File: config.mk
export PLATFORM = sky130hd
export DESIGN_NAME = cia_bus_cycle
export DESIGN_NICKNAME = d
export VERILOG_FILES = /design/src/rtl/cia_bus_cycle_pkg.sv /design/src/rtl/cia_sync_edge.sv /design/src/rtl/cia_bus_cycle.sv
export SDC_FILE = /design/constraint.sdc
export NUM_CORES = 1
export LEC_CHECK = 0
export ABC_AREA = 0
export BUFFER_PORTS_ARGS = -buffer_cell sky130_fd_sc_hd__buf_2
export CAP_MARGIN = 30
export CORE_MARGIN = 8
export CORE_UTILIZATION = 50
export DETAILED_ROUTE_END_ITERATION = 16
export GPL_TIMING_DRIVEN = 0
export PLACE_DENSITY = 0.7
export SLEW_MARGIN = 20
export SYNTH_ARGS = -nofsm -noshare
export SYNTH_HDL_FRONTEND = slang
export SYNTH_SLANG_ARGS = --single-unit
File: constraint.sdc
create_clock -name CLK40 -period 1.7 [get_ports CLK40]
set_input_delay 0.17 -clock CLK40 [delete_from_list [all_inputs] [get_ports CLK40]]
set_output_delay 0.17 -clock CLK40 [all_outputs]
set_load 0.02 [all_outputs]
File: src/rtl/cia_bus_cycle_pkg.sv
// Shared types and defaults for the CIA E-clock host handshake.
// State encodings are visible to the U409 top for debug.
package cia_bus_cycle_pkg;

  typedef enum logic [2:0] {
    IDLE     = 3'd0,
    WAIT_CLR = 3'd1,
    REQ      = 3'd2,
    E_HIGH   = 3'd3,
    ACK      = 3'd4,
    RECOVER  = 3'd5
  } cia_state_e;

  localparam int RD_LATCH_DLY_DEF = 20;
  localparam int TIMEOUT_DEF      = 1023;

  function automatic int cnt_w(input int n);
    return (n < 2) ? 1 : $clog2(n + 1);
  endfunction

endpackage

File: src/rtl/cia_sync_edge.sv
// Two-flop synchroniser with registered rise/fall pulses.
// Pulses line up with the cycle the synchronised value changes.
module cia_sync_edge (
  input  logic clk,
  input  logic rst_n,
  input  logic d,
  output logic q,
  output logic rise,
  output logic fall
);

  logic s1;

  always_ff @(posedge clk) begin
    if (!rst_n) begin
      s1   <= 1'b0;
      q    <= 1'b0;
      rise <= 1'b0;
      fall <= 1'b0;
    end else begin
      s1   <= d;
      q    <= s1;
      rise <= s1 & ~q;
      fall <= ~s1 & q;
    end
  end

endmodule

File: src/rtl/cia_bus_cycle.sv
// Host-side CIA bus cycle: claims one E period from the CLK7
// generator, strobes read data and ends with TA_n or TEA_n.
module cia_bus_cycle
  import cia_bus_cycle_pkg::*;
#(
  parameter int RD_LATCH_DLY = RD_LATCH_DLY_DEF,
  parameter int TIMEOUT      = TIMEOUT_DEF
) (
  input  logic CLK40,
  input  logic nRESET,
  input  logic TS_n,
  input  logic CIA_SEL,
  input  logic RnW,
  input  logic CLKCIA,
  input  logic CIA_ENABLE,
  output logic CIA_SPACE,
  output logic CIA_LATCH,
  output logic CIA_DOE,
  output logic TA_n,
  output logic TEA_n,
  output logic CIA_BUSY
);

  localparam int TW = cnt_w(TIMEOUT);
  localparam int DW = cnt_w(RD_LATCH_DLY);
  localparam logic [TW-1:0] TMO_LAST = TW'(TIMEOUT - 1);
  localparam logic [DW-1:0] DLY_LOAD = DW'(RD_LATCH_DLY);

  cia_state_e    state;
  logic          rnw_q;
  logic [TW-1:0] tmo;
  logic [DW-1:0] dly;
  logic          armed;
  logic          latched;

  logic e_s, e_rise, e_fall;
  logic en_s, en_rise_unused, en_fall_unused;

  cia_sync_edge u_e_sync (
    .clk  (CLK40),
    .rst_n(nRESET),
    .d    (CLKCIA),
    .q    (e_s),
    .rise (e_rise),
    .fall (e_fall)
  );

  cia_sync_edge u_en_sync (
    .clk  (CLK40),
    .rst_n(nRESET),
    .d    (CIA_ENABLE),
    .q    (en_s),
    .rise (en_rise_unused),
    .fall (en_fall_unused)
  );

  always_ff @(posedge CLK40) begin
    if (!nRESET) begin
      state     <= IDLE;
      rnw_q     <= 1'b1;
      tmo       <= '0;
      dly       <= '0;
      armed     <= 1'b0;
      latched   <= 1'b0;
      CIA_SPACE <= 1'b0;
      CIA_LATCH <= 1'b0;
      CIA_DOE   <= 1'b0;
      TA_n      <= 1'b1;
      TEA_n     <= 1'b1;
      CIA_BUSY  <= 1'b0;
    end else begin
      CIA_LATCH <= 1'b0;
      TA_n      <= 1'b1;
      TEA_n     <= 1'b1;
      if (state != IDLE)
        tmo <= tmo + TW'(1);
      // Timeout overrides every state action, including TA_n
      if (state != IDLE && tmo == TMO_LAST) begin
        state     <= IDLE;
        TEA_n     <= 1'b0;
        CIA_SPACE <= 1'b0;
        CIA_DOE   <= 1'b0;
        CIA_BUSY  <= 1'b0;
        armed     <= 1'b0;
      end else begin
        unique case (state)
          IDLE: begin
            if (!TS_n && CIA_SEL) begin
              rnw_q    <= RnW;
              tmo      <= '0;
              armed    <= 1'b0;
              latched  <= 1'b0;
              CIA_BUSY <= 1'b1;
              if (en_s) begin
                state <= WAIT_CLR;
              end else begin
                state     <= REQ;
                CIA_SPACE <= 1'b1;
              end
            end
          end
          WAIT_CLR: begin
            if (!en_s) begin
              state     <= REQ;
              CIA_SPACE <= 1'b1;
            end
          end
          REQ: begin
            if (en_s) begin
              state     <= E_HIGH;
              CIA_SPACE <= 1'b0;
              CIA_DOE   <= ~rnw_q;
            end
          end
          E_HIGH: begin
            // A short E still gets its single latch on the fall
            if (e_fall) begin
              state <= ACK;
              TA_n  <= 1'b0;
              armed <= 1'b0;
              if (rnw_q && !latched) begin
                CIA_LATCH <= 1'b1;
                latched   <= 1'b1;
              end
            end else if (e_rise) begin
              dly   <= DLY_LOAD;
              armed <= 1'b1;
            end else if (armed) begin
              if (dly == '0) begin
                armed <= 1'b0;
                if (rnw_q && !latched) begin
                  CIA_LATCH <= 1'b1;
                  latched   <= 1'b1;
                end
              end else begin
                dly <= dly - DW'(1);
              end
            end
          end
          ACK: begin
            state   <= RECOVER;
            CIA_DOE <= 1'b0;
          end
          RECOVER: begin
            if (!en_s) begin
              state    <= IDLE;
              CIA_BUSY <= 1'b0;
            end
          end
          default: state <= IDLE;
        endcase
      end
    end
  end

endmodule
### Yosys cells after proc, flatten, opt, wreduce, memory -nomap -nowiden

Cells that the tools add are included.

| word-level totals | value |
|---|---|
| flip-flop bits (word level) | 33 |
| input port bits | 7 |
| output and inout bits | 6 |
| logic and storage cells | 109 |

| operators by class | value |
|---|---|
| add/sub/neg operators | 2 |
| equal/unequal tests | 15 |
| multiplexer cells | 42 |
| bitwise operators | 9 |
| reduce and logical (&&, ||, !) cells | 23 |

Operator list:

| cell | count |
|---|---|
| 10-bit two-way mux | 4 |
| 1-bit two-way mux | 23 |
| 3-bit one-hot mux with 6 select lines | 1 |
| 3-bit two-way mux | 5 |
| 5-bit two-way mux | 3 |
| 10-bit by 1-bit adder with 10-bit output (second input constant) | 1 |
| 10-bit equality test (second input constant) | 1 |
| 5-bit AND reduction | 2 |
| 3-bit AND reduction | 3 |
| 1-bit one-hot mux with 2 select lines | 4 |
| 2-bit nonzero test | 4 |
| 1-bit inverter | 7 |
| 3-bit by 2-bit equality test with 1-bit output (second input constant) | 2 |
| 3-bit equality test (second input constant) | 2 |
| 2-bit by 1-bit != test with 1-bit output (second input constant) | 3 |
| 2-bit != test (second input constant) | 3 |
| 3-bit by 2-bit != test with 1-bit output (second input constant) | 2 |
| 6-bit AND reduction | 1 |
| 3-bit nonzero test | 2 |
| 5-bit logical NOT | 1 |
| 5-bit by 1-bit subtractor with 5-bit output (second input constant) | 1 |
| 2-bit AND reduction | 2 |
| 3-bit by 1-bit equality test with 1-bit output (second input constant) | 1 |
| 1-bit logical AND | 3 |
| 8 further kinds | 10 |

### Logic depth before layout (Yosys ltp)

Gate-level depths: netlist of the first run.

| logic depth | value |
|---|---|
| word-level depth | 8 |
| mapped depth | 7 |
| mapped depth without buffers | 7 |

### Cells and area by module

From an unflattened synthesis of the first run, not the netlist that was laid out.

| second synthesis, totals | value |
|---|---|
| cell total of the unflattened synthesis | 167 |
| area total of the unflattened synthesis | 1534.0 um2 |

Modules (own cells, without submodules):

| module | instances | cells each | area an instance (um2) | seq. area each (um2) |
|---|---|---|---|---|
| cia_bus_cycle | 1 | 151 | 1311.3 | 540.5 |
| cia_sync_edge | 2 | 8 | 111.4 | 80.1 |

### Worst setup path before layout of the first run

Ideal clock, no wire load.

| timing | value |
|---|---|
| kind | reg-to-reg |
| from | register dly[0] |
| to | register dly[1] |
| library setup time | 70 ps |
| data arrival time | 1556 ps |
| data required time | 1630 ps |
| slack | 74 ps |
| cell stages (with the launch flop) | 8 |
| path buffers | 0 |
| clock period less this slack | 1626 ps |
| path through | dfxtp_1 > inv_1 > ha_1 > nor2b_1 > a211oi_4 > o21ai_4 > or3_1 > a21boi_1 |

| between the ends | value |
|---|---|
| cells in the longest elaborated chain, start to end | 4 |
| elaborated cells on any way between the ends | 7 |
| those cells by class | add/sub (1); eq/ne (1); mux (3); reduce/logical (2) |

Ends and longest elaborated chain:

| element | RTL line | RTL |
|---|---|---|
| start, declared | cia_bus_cycle.sv:32 | `logic [DW-1:0] dly;` |
| start signal, assigned | cia_bus_cycle.sv:136 | `dly <= dly - DW'(1);` |
| 5-bit by 1-bit subtractor with 5-bit output | cia_bus_cycle.sv:136 |  |
| 5-bit two-way mux | cia_bus_cycle.sv:129 | `if (dly == '0) begin` |
| 5-bit two-way mux | cia_bus_cycle.sv:128 | `end else if (armed) begin` |
| 5-bit two-way mux | cia_bus_cycle.sv:125 | `end else if (e_rise) begin` |

Several ways; a longest one is shown, not always the timed one. The select of a mux whose other input is x is not followed.
A chain may end at the register's enable or synchronous reset.

### Final worst setup path of the first run

Same ends and word-level chain as after synthesis.

==> metrics.yaml, run 1 <==
place_hpwl_um: 2220
die_w_um: 71.6
tightest_slew_ns: 0.498
report.final.slew_viol_count: 0
start_util: 0.514
critPathRequiredTime_ns: 1.97
pre_cts_slack_ns: -0.0733
clk_pin_slew_ns: 0.10
cp.arrival_ns: 1.92
maxCapViolations: 0
hold_class: "input pin to flip-flop"
synth.yosys.seq_area_share: 0.428
clock-sinks: 33
final_util: 0.615
finClkSkew_ns: 0.00626
h-tree-depth: 2
nFillCells: 266
stdcell_area_um2: 1850
crit_type: "flip-flop to flip-flop"
diodes: 0
synthSimpleGateAreaFrac: 0.306
vias: 1365
place.gp.congestion: 0.765
r2r_cells: 7
cts_buffers: 5
grt_max_degree: 11
cp_max_fo: 7
hold_violations: 0
yosys.cell_types.count: 46
yosys_warnings: 0
wl_um: 3260
grt_pass1_vias: 1194
rsz0062_at_grt: "yes"
dpl_cell_area_um2: 1650
syn_inst: 177
worstSkewPairLatency_ns: 0.33
synth_top_family_by_area: "simple AND/OR/NAND/NOR gates"
drt-wirelength-per-cell_um: 13.6
antenna_found_initial: 0
multiInputGateArea_um2: 863
ant_nets: 0
hp-start: "CLKCIA"
min_period_ns: 1.65
netlist_area_um2: 1540
rr_endpoint: "dly[1]$_SDFFE_PN0P_"
tritoncts: "yes"
core-area_um2: 3000
grt.total_usage: 0.130
leakagePower_nw: 0.745
grt_remaining_overflow: 0
drc: 0
reg2reg_from: "dly[0]$_SDFFE_PN0P_"
syn_to_final_growth_pct: 19.6
avgSynthCellArea_um2: 8.72
setup-violations-final: 0
synth_nets: 187
fin_crit_sh: 0.970
drtPass1Iterations: 4
register_area_um2: 667
synth_fa_ha_area_frac: 0.0243
power_density_nw_per_um2: 867
largest-register: "tmo"
ios: 13
r2r_slack_ns: 0.05
fmax_ghz: 0.607
synth-compound-area-share: 0.194
setup_ws_ns: 0.0513
layout.nets: 215
cts-root-buf: "clkbuf_4"
end_kind: "flip-flop"
synth_mux_area_frac: 0.00648
die_y_um: 71.6
via_per_inst: 5.71
start_kind: "flip-flop"
peakVddDrop_uv: 523
outcome: "completed"
whs_endpoint: "u_e_sync.s1$_SDFF_PN0_"
synth_top_flop_cell: "dfxtp_1"
largest_reg_flops: 10
cts_hold_buf: 0
first_iter_violations: 134
synth_edf_count: 0
port_buffers: 12
top_regs: "tmo x10, dly x5, state x3"
synth_xor_area_frac: 0.00567
grt_pass1_wl_um: 5360
layout-drive-gt1-share: 0.233
fp.dieArea_um2: 5120
hold_ws_ns: 0.0412
slew_headroom: 0.668
synthArstFlopShare: 0
core.rowCount: 20
hold_path_depth: 2
cts.path.max_buffers: 2
ys_seq_elements: 33
==> layout make-up <==
type,count,area share
Multi-Input combinational cell,133,0.467
Sequential cell,33,0.361
Timing Repair Buffer,21,0.0711
Clock buffer,7,0.0298
Buffer,7,0.0237
Tap cell,33,0.0224
Clock inverter,1,0.0163
Inverter,4,0.00813
==> report_power, final <==
group          switching (W)  internal (W)  total [W]
clock               0.000264      0.000351   0.000615
sequential         0.0000280      0.000799   0.000827
combinational      0.0000948     0.0000649   0.000160
==> worst max path at each step <==
stage / startpoint / end / slack [ns] / cells past startpoint
6_report: dly[0]$_SDFFE_PN0P_ / dly[1]$_SDFFE_PN0P_ / 0.05 / 7
5_1_grt: dly[0]$_SDFFE_PN0P_ / dly[1]$_SDFFE_PN0P_ / -0.04 / 7
4_1_cts: state[0]$_SDFFE_PP0P_ / dly[2]$_SDFFE_PN0P_ / 0.02 / 7
3_5_place_dp: dly[0]$_SDFFE_PN0P_ / dly[0]$_SDFFE_PN0P_ / -0.07 / 7
3_3_place_gp: dly[0]$_SDFFE_PN0P_ / dly[1]$_SDFFE_PN0P_ / -0.04 / 7
2_1_floorplan: dly[0]$_SDFFE_PN0P_ / dly[1]$_SDFFE_PN0P_ / 0.07 / 7
==> critical path, cell delays in order, from the launching register on <==
cell	delay [ns]
dfxtp_2	0.35
inv_2	0.05
ha_4	0.15
nor2b_4	0.13
a211oi_4	0.29
o21ai_4	0.13
or3_1	0.36
a21boi_1	0.12
==> through the flow <==
step | power, W | instances | setup TNS (ns)
CTS | 0.00161 | 235 | 0
global route | 0.00166 | 239 | -0.101
floorplan | 0.000949 | 177 | 0
finish | 0.00160 | 239 | 0
global placement | 0.000992 | 222 | -0.0734
detailed placement | 0.000996 | 222 | -0.141
==> layout by cell type (no fill, tap or decap), drive strengths merged, types with 2 or more instances in the layout <==
| cell type | synthesis | routed |
|---|---|---|
| nor3 | 6 | 6 |
| buf | 4 | 25 |
| ha | 3 | 3 |
| nor2b | 4 | 4 |
| and4 | 2 | 2 |
| nand3 | 9 | 9 |
| o21a | 2 | 2 |
| nand3b | 2 | 2 |
| nor2 | 10 | 10 |
| and3 | 3 | 3 |
| nand2b | 5 | 5 |
| nand4 | 5 | 5 |
| nand2 | 21 | 21 |
| dfxtp | 33 | 33 |
| o211ai | 2 | 2 |
| a21oi | 8 | 8 |
| a211oi | 2 | 2 |
| or3 | 3 | 3 |
| o21ai | 14 | 14 |
| inv | 4 | 4 |
| a21boi | 5 | 5 |
| a31oi | 3 | 3 |
| or2 | 2 | 2 |
| clkbuf | 3 | 10 |
| and2 | 8 | 8 |
==> kinds of logic (layout without fill, tap and decap cells) <==
group	count (synthesis)	in the layout
muxes	1	1
AOI/OAI and AO/OA	43	43
DFF	33	33
buffers and inverters	11	40
adders and majority gates	3	3
xor gates and xnor gates	1	1
and+or+nand+nor	85	85
==> cells in the mapped netlist (3+ instances only) <==
library cell   n  area share
inv_1          4      0.0097
a21oi_1        8       0.026
nand3_1        9       0.029
and2_1         8       0.032
nor2_1        10       0.024
and3_1         3       0.012
ha_1           3       0.024
dfxtp_1       33        0.43
nor3_1         5       0.016
a21boi_1       3       0.015
clkbuf_1       3      0.0073
nand4_1        5       0.020
or3_1          3       0.012
nand2b_1       5       0.020
nand2_1       21       0.051
a31oi_1        3       0.012
nor2b_1        4       0.016
o21ai_0       13       0.042
==> per-layer routing <==
layer / part of all wire / vias to the layer above / GRT usage
met5: 0 / - / 0
met4: 0.015 / 0 / 0.0454
met2: 0.47 / 16 / 0.207
met3: 0.037 / 7 / 0.0460
li1: - / 692 / -
met1: 0.47 / 650 / 0.156
==> what timing repair did <==
item | 4_1_cts | 5_1_grt
cloned | 0 | 0
gates resized for setup | 7 | 9
pin swaps | 1 | 5
setup endpoints to repair | 4 | 8
buffers inserted | 5 | 4
Power figures use the tool's default switching activity.
==> run 2: changes to the inputs <==
Settings changed: BUFFER_PORTS_ARGS -buffer_cell sky130_fd_sc_hd__buf_2 to not set, DONT_BUFFER_PORTS set to 1, PLACE_DENSITY 0.7 to 0.67, RECOVER_POWER set to 100.
==> run 2 against run 1 <==
Effect of this change:
- the run now ends with negative setup slack left
- sequential power grew 0.5%
- wire length rose by 2.3%
- non-clock buffer count shrank 10
- largest power group unchanged
==> metrics.yaml, run 2 (same netlist as run 1, synthesis figures left out) <==
top_layer: "met4"
ant_nets: 0
worstSkewPairLatency_ns: 0.33
largest-register: "tmo"
dpl_cell_area_um2: 1590
routed-wl-met3_um: 122
core-area_um2: 3000
cp_max_fo: 6
grt_max_degree: 11
cts.path.max_buffers: 2
tightest_slew_ns: 0.530
drt-wirelength-per-cell_um: 14.6
nFillCells: 286
p_int_w: 0.00102
hold_path_depth: 2
reg2reg_from: "tmo[4]$_SDFF_PN0_"
clock-sinks: 33
fmax_ghz: 0.585
place.gp.congestion: 0.781
r2r_cells: 6
p_sw_w: 0.000380
h-tree-depth: 2
vias: 1306
register_area_um2: 673
setup-violations-final: 1
core.rowCount: 20
drc: 0
grt_pass1_vias: 1234
stdcell_area_um2: 1790
port_buffers: 0
die_w_um: 71.6
cp.arrival_ns: 1.94
combPwrFrac: 0.106
antenna_found_initial: 0
fp.dieArea_um2: 5120
maxCapViolations: 0
setup_ws_ns: -0.00882
min_period_ns: 1.71
wl_met1_um: 1560
syn_to_final_growth_pct: 15.7
report.final.slew_viol_count: 0
cts-root-buf: "clkbuf_4"
leakagePower_nw: 0.690
end_kind: "flip-flop"
ios: 13
outcome: "complete, but fails checks"
layout_common_cells: "dfxtp_1 (25), nand2_1 (20), o21ai_0 (13), nor2_1 (9), nand3_1 (9)"
fin_cells: 229
start_util: 0.514
fin_crit_sh: 1.01
grt.total_usage: 0.139
rsz0062_at_grt: "yes"
slew_headroom: 0.647
sw_frac_of_total: 0.272
grt_pass1_wl_um: 5700
hold_class: "input pin to flip-flop"
grt_remaining_overflow: 0
r2r_slack_ns: -0.009
rr_endpoint: "dly[2]$_SDFFE_PN0P_"
layout-drive-gt1-share: 0.194
first_iter_violations: 111
hp-start: "nRESET"
via_per_inst: 5.70
place_hpwl_um: 2170
layout.nets: 205
peakVddDrop_uv: 385
whs_endpoint: "state[0]$_SDFFE_PP0P_"
hold_violations: 0
die_y_um: 71.6
seqPwrFrac: 0.595
clockPowerShare: 0.299
top_regs: "tmo x10, dly x5, state x3"
power_density_nw_per_um2: 782
drtPass1Iterations: 4
critPathRequiredTime_ns: 1.94
clk_pin_slew_ns: 0.10
wl_um: 3340
route.met2.wl_um: 1600
cts_buffers: 5
crit_type: "flip-flop to flip-flop"
dp.cells: 210
final_common_cell: "dfxtp_1"
tritoncts: "yes"
multiInputGateArea_um2: 860
diodes: 0
finClkSkew_ns: 0.0103
largest_reg_flops: 10
cp-startpoint: "tmo[4]$_SDFF_PN0_"
start_kind: "flip-flop"
violations: "negative setup slack"
[run 2: worst max path at each step]
stage / to / depth (start not counted) / slack (ns)
floorplan: dly[1]$_SDFFE_PN0P_ / 7 / 0.07
global placement: dly[1]$_SDFFE_PN0P_ / 7 / -0.04
detailed placement: dly[1]$_SDFFE_PN0P_ / 7 / -0.12
CTS: dly[2]$_SDFFE_PN0P_ / 7 / -0.01
global route: CIA_SPACE$_SDFFE_PP0P_ / 7 / -0.08
finish: dly[2]$_SDFFE_PN0P_ / 6 / -0.009
[run 2: metal layers]
layer	up-vias	track usage
met4	0	0.0703
met2	25	0.231
met5	-	0
li1	669	-
met1	604	0.161
met3	8	0.0363
[run 2: cell type report]
type,instances,area share
plain buffers,7,0.0259
clock buffers,6,0.0231
clock inverters,2,0.00560
inverters,4,0.00840
multi-input cells,133,0.481
flip-flops and latches,33,0.377
well taps,33,0.0231
repair buffers,11,0.0560
[run 2: what timing repair did]
| item | 4_1_cts | 5_1_grt |
|---|---|---|
| endpoints found under the hold margin | 8 | 0 |
| hold buffers | 4 | 0 |
| setup endpoints to repair | 3 | 11 |
| pin swaps | 2 | 11 |
| buffers inserted | 2 | 5 |
| resized for setup | 6 | 17 |
| gates cloned | 0 | 0 |
[run 2: stage by stage]
step | hold slack [ns] | setup slack (ns) | total power (W) | TNS [ns] | util
2_1_floorplan | 0.297 | 0.0741 | 0.000949 | 0 | -
3_3_place_gp | 0.301 | -0.0398 | 0.000979 | -0.0743 | 0.528
3_5_place_dp | 0.300 | -0.121 | 0.000981 | -0.289 | 0.528
4_1_cts | 0.103 | -0.0106 | 0.00141 | -0.0106 | 0.568
5_1_grt | 0.0675 | -0.0799 | 0.00147 | -0.338 | 0.595
6_report | 0.0680 | -0.00882 | 0.00140 | -0.00882 | 0.595
[run 2: power by group through the flow]
stage	Clock (W)	Sequential [W]	Combinational, W
finish	0.000417	0.000831	0.000149
global placement	0	0.000848	0.000131
CTS	0.000437	0.000831	0.000145
detailed placement	0	0.000849	0.000133
global route	0.000468	0.000835	0.000169
floorplan	0	0.000842	0.000107
[run 2: critical path, stage by stage, from the launching register on]
cell,delay [ns]
dfxtp_4,0.37
nand4_1,0.15
or3b_4,0.44
o21ai_4,0.23
buf_6,0.14
nor2_2,0.04
o221a_1,0.25
==> run 3: changes to the inputs <==
==> constraint.sdc (replaced) <==
create_clock -name CLK40 -period 1.7 [get_ports CLK40]
set_input_delay 0.085 -clock CLK40 [delete_from_list [all_inputs] [get_ports CLK40]]
set_output_delay 0.085 -clock CLK40 [all_outputs]
set_load 0.02 [all_outputs]
==> run 3 against run 2 <==
Effect of this change:
- the run still ends with negative setup slack left
- hold slack lost 0.037 ns
- register-to-register slack is essentially flat
- combinational power is essentially flat
- flip-flop and latch count is the same
- critical endpoint unchanged
- largest power group unchanged
- highest routed layer unchanged
==> metrics.yaml, run 3 (same netlist as run 1, synthesis figures left out) <==
outcome: "complete, but fails checks"
violations: "negative setup slack"
place_hpwl_um: 2170
drc: 0
min_period_ns: 1.71
register_area_um2: 673
slew_headroom: 0.651
start_util: 0.514
final_common_cell: "dfxtp_1"
leakagePower_nw: 0.694
tritoncts: "yes"
drt-wirelength-per-cell_um: 14.7
layout-drive-gt1-share: 0.193
wl_um: 3380
via_per_inst: 5.70
stdcell_area_um2: 1800
crit_type: "flip-flop to flip-flop"
reg2reg_from: "tmo[4]$_SDFF_PN0_"
syn_to_final_growth_pct: 16.4
r2r_slack_ns: -0.01
r2r_cells: 6
whs_endpoint: "rnw_q$_SDFFE_PN1P_"
critPathRequiredTime_ns: 1.93
cts-root-buf: "clkbuf_4"
hold_class: "input pin to flip-flop"
cts_buffers: 5
grt_pass1_vias: 1234
place.gp.congestion: 0.781
maxCapViolations: 0
die_y_um: 71.6
cts.path.max_buffers: 2
worstSkewPairLatency_ns: 0.33
ios: 13
hold_path_depth: 3
fin_crit_sh: 1.01
setup_ws_ns: -0.00973
core.rowCount: 20
power_density_nw_per_um2: 779
first_iter_violations: 106
rr_endpoint: "dly[2]$_SDFFE_PN0P_"
drtPass1Iterations: 4
peakVddDrop_uv: 392
fp.dieArea_um2: 5120
die_w_um: 71.6
end_kind: "flip-flop"
largest_reg_flops: 10
finClkSkew_ns: 0.00930
grt_remaining_overflow: 0
start_kind: "flip-flop"
core-area_um2: 3000
layout.nets: 206
diodes: 0
nFillCells: 282
ant_nets: 0
cp_max_fo: 6
grt.total_usage: 0.139
setup-violations-final: 1
layout_common_cells: "dfxtp_1 (25), nand2_1 (20), o21ai_0 (13), nor2_1 (9), nand3_1 (9)"
hold_violations: 0
largest-register: "tmo"
clk_pin_slew_ns: 0.10
antenna_found_initial: 0
port_buffers: 0
clock-sinks: 33
fmax_ghz: 0.585
cp.arrival_ns: 1.94
h-tree-depth: 2
tightest_slew_ns: 0.524
grt_pass1_wl_um: 5700
multiInputGateArea_um2: 860
vias: 1311
dpl_cell_area_um2: 1590
hp-start: "TS_n"
grt_max_degree: 11
top_regs: "tmo x10, dly x5, state x3"
rsz0062_at_grt: "yes"
report.final.slew_viol_count: 0
hold_ws_ns: 0.0306
[run 3: timing repair]
item | CTS | global route
endpoints found under the hold margin | 9 | 6
setup buffers | 2 | 5
hold buffers | 4 | 1
setup endpoints to repair | 3 | 11
gates resized for setup | 6 | 17
pin swaps | 2 | 11
[run 3: worst max-delay path by stage]
stage                                from                endpoint  slack (ns)  cells past startpoint
global route        state[0]$_SDFFE_PP0P_  CIA_SPACE$_SDFFE_PP0P_       -0.08                      7
floorplan             dly[0]$_SDFFE_PN0P_     dly[1]$_SDFFE_PN0P_        0.07                      7
CTS                 state[0]$_SDFFE_PP0P_     dly[2]$_SDFFE_PN0P_       -0.01                      7
detailed placement    dly[0]$_SDFFE_PN0P_     dly[1]$_SDFFE_PN0P_       -0.12                      7
global placement      dly[0]$_SDFFE_PN0P_     dly[1]$_SDFFE_PN0P_       -0.04                      7
finish                  tmo[4]$_SDFF_PN0_     dly[2]$_SDFFE_PN0P_       -0.01                      6
[run 3: report_power, final]
part	internal (W)	total, W	switching [W]
sequential	0.000797	0.000831	0.0000338
clock	0.000157	0.000417	0.000259
combinational	0.0000642	0.000152	0.0000875
[run 3: layout make-up]
class | count | area share
clock inverters | 2 | 0.00557
plain buffers | 7 | 0.0258
multi-input cells | 133 | 0.478
clock buffers | 6 | 0.0230
flip-flops and latches | 33 | 0.375
inverters | 4 | 0.00836
well taps | 33 | 0.0230
repair buffers | 12 | 0.0613
[run 3: stage by stage]
| step | instances | worst slack, ns | TNS [ns] | utilization | total power (W) |
|---|---|---|---|---|---|
| floorplan | 177 | 0.0741 | 0 | - | 0.000949 |
| global placement | 210 | -0.0398 | -0.0743 | 0.528 | 0.000979 |
| detailed placement | 210 | -0.121 | -0.289 | 0.528 | 0.000981 |
| CTS | 224 | -0.0106 | -0.0106 | 0.568 | 0.00141 |
| global route | 230 | -0.0799 | -0.343 | 0.598 | 0.00147 |
| finish | 230 | -0.00973 | -0.00973 | 0.598 | 0.00140 |
[run 3: layer usage]
layer,share of wire,global-route usage,vias to the layer above
met5,0,0,-
met4,0.0068,0.0703,0
met3,0.044,0.0363,6
met2,0.48,0.231,27
met1,0.46,0.161,607
li1,-,-,671
[run 3: worst max-delay path, cell delays in order (launching register included)]
cell,delay (ns)
dfxtp_4,0.37
nand4_1,0.15
or3b_4,0.44
o21ai_4,0.23
buf_6,0.14
nor2_2,0.04
o221a_1,0.25
